`src/rtl/difftest_snapshot_csr_queue.sv`:
```
// Multi-core CSR snapshot capture: per-channel holding registers,
// round-robin arbiter and a shared FIFO drained over valid/ready.
module difftest_snapshot_csr_queue #(
  parameter int NUM_CORES = 2,
  parameter int CNT_W     = 64,
  parameter int DEPTH     = 4
) (
  input  logic                       clock,
  input  logic                       reset,
  input  logic [NUM_CORES-1:0]       in_valid,
  input  logic [NUM_CORES*CNT_W-1:0] in_minstret,
  input  logic [NUM_CORES*CNT_W-1:0] in_mcycle,
  input  logic [NUM_CORES*8-1:0]     in_coreid,
  output logic                       out_valid,
  input  logic                       out_ready,
  output logic [7:0]                 out_coreid,
  output logic [CNT_W-1:0]           out_minstret,
  output logic [CNT_W-1:0]           out_mcycle,
  output logic [CNT_W-1:0]           out_delta,
  output logic                       out_lost,
  output logic [31:0]                drop_count,
  output logic [$clog2(DEPTH):0]     level
);

  localparam int AW = $clog2(DEPTH);
  localparam int LW = AW + 1;
  localparam int PW = (NUM_CORES > 1) ? $clog2(NUM_CORES) : 1;

  typedef struct packed {
    logic [7:0]       coreid;
    logic [CNT_W-1:0] minstret;
    logic [CNT_W-1:0] mcycle;
    logic [CNT_W-1:0] delta;
    logic             lost;
  } rec_t;

  logic [NUM_CORES-1:0] full_q, full_d;
  logic [NUM_CORES-1:0] lost_q, lost_d;
  logic [NUM_CORES-1:0] gsel, ovr;
  logic [CNT_W-1:0]     hmin_q [NUM_CORES];
  logic [CNT_W-1:0]     hcyc_q [NUM_CORES];
  logic [7:0]           hid_q  [NUM_CORES];
  logic [CNT_W-1:0]     last_q [NUM_CORES];
  logic [PW-1:0]        rr_q, rr_d;
  logic [31:0]          drop_q, drop_d;
  logic [32:0]          drop_sum;
  logic [3:0]           ndrop;

  rec_t                 mem_q [DEPTH];
  logic [AW-1:0]        wp_q, rp_q;
  logic [LW-1:0]        level_q, level_d;
  rec_t                 rec_in, head;

  logic                 gnt_vld;
  logic [PW-1:0]        gnt_idx;
  logic                 push, pop;
  int                   idx;

  // Descending scan so the channel nearest the pointer wins.
  always_comb begin
    gnt_vld = 1'b0;
    gnt_idx = '0;
    idx     = 0;
    if (level_q < LW'(DEPTH)) begin
      for (int k = NUM_CORES - 1; k >= 0; k--) begin
        idx = int'(rr_q) + k;
        if (idx >= NUM_CORES) idx = idx - NUM_CORES;
        if (full_q[idx]) begin
          gnt_vld = 1'b1;
          gnt_idx = PW'(idx);
        end
      end
    end
  end

  always_comb begin
    gsel  = '0;
    ovr   = '0;
    ndrop = '0;
    for (int i = 0; i < NUM_CORES; i++) begin
      gsel[i]   = gnt_vld && (gnt_idx == PW'(i));
      ovr[i]    = in_valid[i] && full_q[i] && !gsel[i];
      full_d[i] = in_valid[i] || (full_q[i] && !gsel[i]);
      lost_d[i] = ovr[i] || (lost_q[i] && !gsel[i]);
      ndrop     = ndrop + {3'b0, ovr[i]};
    end
    drop_sum = {1'b0, drop_q} + 33'(ndrop);
    drop_d   = drop_sum[32] ? 32'hFFFF_FFFF : drop_sum[31:0];
    rr_d     = rr_q;
    if (gnt_vld)
      rr_d = (int'(gnt_idx) == NUM_CORES - 1) ? '0 : gnt_idx + 1'b1;
  end

  always_comb begin
    rec_in.coreid   = hid_q[gnt_idx];
    rec_in.minstret = hmin_q[gnt_idx];
    rec_in.mcycle   = hcyc_q[gnt_idx];
    rec_in.delta    = hmin_q[gnt_idx] - last_q[gnt_idx];
    rec_in.lost     = lost_q[gnt_idx];
  end

  assign push = gnt_vld;
  assign pop  = (level_q != '0) && out_ready;

  always_comb begin
    level_d = level_q;
    unique case ({push, pop})
      2'b10:   level_d = level_q + 1'b1;
      2'b01:   level_d = level_q - 1'b1;
      default: level_d = level_q;
    endcase
  end

  always_ff @(posedge clock or posedge reset) begin
    if (reset) begin
      full_q <= '0;
      lost_q <= '0;
      rr_q   <= '0;
      drop_q <= '0;
      for (int i = 0; i < NUM_CORES; i++) begin
        hmin_q[i] <= '0;
        hcyc_q[i] <= '0;
        hid_q[i]  <= '0;
        last_q[i] <= '0;
      end
    end else begin
      full_q <= full_d;
      lost_q <= lost_d;
      rr_q   <= rr_d;
      drop_q <= drop_d;
      for (int i = 0; i < NUM_CORES; i++) begin
        if (in_valid[i]) begin
          hmin_q[i] <= in_minstret[i*CNT_W +: CNT_W];
          hcyc_q[i] <= in_mcycle[i*CNT_W +: CNT_W];
          hid_q[i]  <= in_coreid[i*8 +: 8];
        end
        if (gsel[i]) last_q[i] <= hmin_q[i];
      end
    end
  end

  // Storage is cleared so the drain outputs read zero out of reset.
  always_ff @(posedge clock or posedge reset) begin
    if (reset) begin
      wp_q    <= '0;
      rp_q    <= '0;
      level_q <= '0;
      for (int d = 0; d < DEPTH; d++) mem_q[d] <= '0;
    end else begin
      if (push) begin
        mem_q[wp_q] <= rec_in;
        wp_q        <= wp_q + 1'b1;
      end
      if (pop) rp_q <= rp_q + 1'b1;
      level_q <= level_d;
    end
  end

  assign head         = mem_q[rp_q];
  assign out_valid    = (level_q != '0);
  assign out_coreid   = head.coreid;
  assign out_minstret = head.minstret;
  assign out_mcycle   = head.mcycle;
  assign out_delta    = head.delta;
  assign out_lost     = head.lost;
  assign drop_count   = drop_q;
  assign level        = level_q;

`ifdef DIFFTEST
  always @(posedge clock) begin
    if (!reset) begin
      assert (level_q <= LW'(DEPTH));
      assert (!(push && level_q == LW'(DEPTH)));
    end
  end
`endif

endmodule

```
`config.mk`:
```
export PLATFORM = sky130hd
export DESIGN_NAME = difftest_snapshot_csr_queue
export DESIGN_NICKNAME = d
export VERILOG_FILES = /design/src/rtl/difftest_snapshot_csr_queue.sv
export SDC_FILE = /design/constraint.sdc
export NUM_CORES = 2
export LEC_CHECK = 0
export ABC_AREA = 0
export BUFFER_PORTS_ARGS = -buffer_cell sky130_fd_sc_hd__buf_2
export CORE_ASPECT_RATIO = 1.2
export CORE_UTILIZATION = 47
export DETAILED_ROUTE_END_ITERATION = 12
export PLACE_DENSITY = 0.65
export SKIP_CTS_REPAIR_TIMING = 1
export SLEW_MARGIN = 20
export SYNTH_ARGS = -nofsm -noshare
export SYNTH_HDL_FRONTEND = slang
export SYNTH_SLANG_ARGS = --single-unit
```
`constraint.sdc`:
```
create_clock -name clock -period 61.4 [get_ports clock]
set_input_delay 12.28 -clock clock [delete_from_list [all_inputs] [get_ports clock]]
set_output_delay 12.28 -clock clock [all_outputs]
set_load 0.05 [all_outputs]
```
==> impl_metrics.yaml <==
outcome:
  status: "finished clean"
yosys:
  yosysMostFrequentCell: "nand2_1"
  synth_compound_area_share_pct: 9.68
  ys_seq_area_share_pct: 55.6
  netlist_area_um2: 56200
  synth_seq_cells: 1248
  synthArstFlopShare_pct: 100
  yosys-top-cells-area: "dfrtp_1 (56%), nand2_1 (9.8%), mux4_2 (8.1%), mux2_2 (6.5%), o21ai_0 (5.8%)"
  ys.flop_type: "dfrtp_1"
  synthCells: 5148
  synth_top_family_by_area: "multiplexers"
  synth_fa_ha_area_share_pct: 1.64
  synthMuxAreaShare_pct: 17.0
  synth_xor_area_share_pct: 1.28
  synth_top_area_share_pct: 55.6
  synth-simple-area-share_pct: 12.0
  synth_common_cells: "nand2_1 (1,469), dfrtp_1 (1,248), o21ai_0 (647), mux2_2 (322), clkbuf_1 (277)"
  synth_fp_nets: 5497
  synthDistinctLibCells: 60
  synth_top_area_cell: "dfrtp_1"
  synth_edf_count: 0
  synth_area_per_cell_um2: 10.9
  synth_warnings: 0
global_routing:
  grt.busiest_layer: "met2"
  grt_max_degree: 229
  track_usage_pct: 25.8
  grt_pass1_vias: 40400
  grtUsageMet2_pct: 42.4
  grt-ovfl-total: 0
  grt_pass1_wl_um: 241000
  use_met1_pct: 33.2
  grtUsageMet3_pct: 5.88
  antenna_found_initial: 38
cells_and_area:
  seq_area_um2: 31200
  multi_input_area_um2: 23400
  drive_gt1_share_pct: 23.7
  nNetsFinal: 5867
  syn_to_final_growth_pct: 15.3
  fillers: 10300
die:
  die_h_um: 381
  die_area_um2: 121000
  coreArea_um2: 118000
  die_x_um: 318
  start_util_pct: 47.5
  num_rows: 138
  io_pins: 514
timing:
  fin_setup_tns_ns: 0
  max_freq_mhz: 61.3
  final.min_clock_period_ns: 16.32
  post-route-period-util_pct: 26.6
  slew_viol_final: 0
  setup_viol: 0
  finalWorstSetupSlack_ns: 45.08
  maxSlewHeadroom_pct: 23.3
  hold_viol_final: 0
  tightest_slew_ns: 1.15
  grt_setup_unrepaired: "false"
  final.setup_skew_ns: 0.0323
setup_path:
  crit_path_frequent_cell: "buf_4"
  r2r_cells: 15
  worst_path_largest_cell_delay_ns: 0.92
  crit_fanout: 41
  endpoint_kind: "output pin"
  cp.depth: 4
  crit_required_ns: 49.12
  crit_family: "buffers and inverters"
  path_class: "reg2out"
  worstPathArrival_ns: 4.04
  crit_path_top_delay_cell: "dfrtp_4"
  worstPathCellList: "buf_4 -> buf_4 -> mux4_2 -> buf_2"
  crit_path_start_kind: "register"
  cp_num_buf_inv: 3
drt:
  wl_um: 154000
  first_pass_iters: 6
  wl_per_cell_um: 21.4
  via_per_inst: 5.53
  dr_total_vias: 39700
  drt_iter0_drc: 2791
  ant_nets: 0
  drc: 0
cts:
  root_buffer: "clkbuf_16"
  clockBufferDepth: 3
  clkLatencyLatePin_ns: 0.76
  cts_tree: "yes"
  cts_htree_levels: 4
  cts_inserted_buffers: 131
  clkTransAtPathRegs_ns: 0.06
  cts.sinks: 1248
placed_design:
  hpwlAfterDp_um: 103000
  place.gp.congestion: 0.878
  io_buffers: 513
  pre_cts_slack_ns: 44.60
min_path:
  whs_path_depth: 2
  hold_path.class: "reg2reg"
run:
  maxCapViolCount: 0
[through the flow]
stage	cell area [um^2]	util, %	instances	hold slack, ns
after detailed placement	60000	50.7	6921	0.458
after global routing	64800	54.8	7175	0.487
final	64800	54.8	7179	0.468
after CTS	64600	54.6	7158	0.473
after floorplan	56200	-	5148	0.440
after global placement	60000	50.7	6921	0.453
[registers in the layout, summed over array words and instances (netlist names)]
name and cells:
hcyc_q 128, level 3, rr_q 1, drop_count 32, last_q 128, full_q 2, wp_q 2, rp_q 2
hmin_q 128, hid_q 16, mem_q 804, lost_q 2
[cell families (layout without fill, tap and decap cells)]
logic type	Yosys count	after routing
other	0	17
buffers and inverters	419	893
XOR/XNOR	81	81
AND/OR/NAND/NOR	1704	1704
multiplexers	661	661
flip-flops	1248	1248
adder cells (fa/ha/maj)	72	72
AO/OA/AOI/OAI	963	963
[final timing paths]
kind | to | slack (ns) | from
max reg2reg | mem_q[41] | 55.12 | level[2]
min | mem_q[426] | 0.47 | mem_q[426]
max in group asynchronous | last_q[115] | 45.93 | reset
max | out_delta[34] | 45.08 | rp_q[0]
min reg2reg | mem_q[426] | 0.47 | mem_q[426]
min in group asynchronous | mem_q[346] | 11.63 | reset
[placed cells by master (no fill, tap or decap), types with 15 or more instances in the layout]
cell | synthesis | routed
nand2_1 | 1469 | 1465
diode_2 | 0 | 17
o31ai_1 | 24 | 24
mux2i_1 | 138 | 138
buf_4 | 0 | 40
clkbuf_8 | 0 | 35
clkbuf_16 | 0 | 139
ha_1 | 69 | 69
o21ai_0 | 647 | 647
nor2_1 | 64 | 64
clkbuf_1 | 277 | 26
nand3_1 | 53 | 53
o21a_1 | 15 | 15
a21o_1 | 33 | 33
inv_1 | 90 | 89
o21bai_1 | 18 | 18
dfrtp_1 | 1248 | 1246
buf_2 | 1 | 511
and3_1 | 20 | 20
mux4_2 | 201 | 201
nor3_1 | 26 | 26
clkinv_2 | 0 | 16
xor2_1 | 41 | 40
nand4_1 | 16 | 16
xnor2_1 | 39 | 39
mux2_2 | 322 | 322
a21oi_1 | 96 | 96
a21boi_0 | 70 | 70
[final cells by class]
cell class	count	share of cell area, %
Sequential cell	1248	48.2
Multi-Input combinational cell	3481	36.2
Clock buffer	200	6.26
Timing Repair Buffer	566	4.87
Tap cell	1540	2.97
Clock inverter	37	0.885
Inverter	90	0.533
Antenna cell	17	0.0657
[per-layer routing]
| metal | vias up | part of all wire [%] |
|---|---|---|
| met5 | - | 0.15 |
| met4 | 36 | 3.4 |
| met3 | 256 | 6.2 |
| met2 | 972 | 49 |
| met1 | 20000 | 42 |
| li1 | 18500 | - |
[worst register-to-register path: cells and delay by family (launching register included)]
| family | cells | cell delay [ns] |
|---|---|---|
| muxes | 1 | 0.32 |
| buffers and inverters | 3 | 0.94 |
| and+or+nand+nor | 4 | 1.33 |
| DFF | 1 | 0.49 |
| adders and majority gates | 1 | 0.48 |
| xor gates and xnor gates | 1 | 0.89 |
| AOI/OAI and AO/OA | 5 | 1.78 |
Power is left out: the tool's default activity adds up to more than one toggle a clock period on the data nets, which glitch-free logic cannot reach.
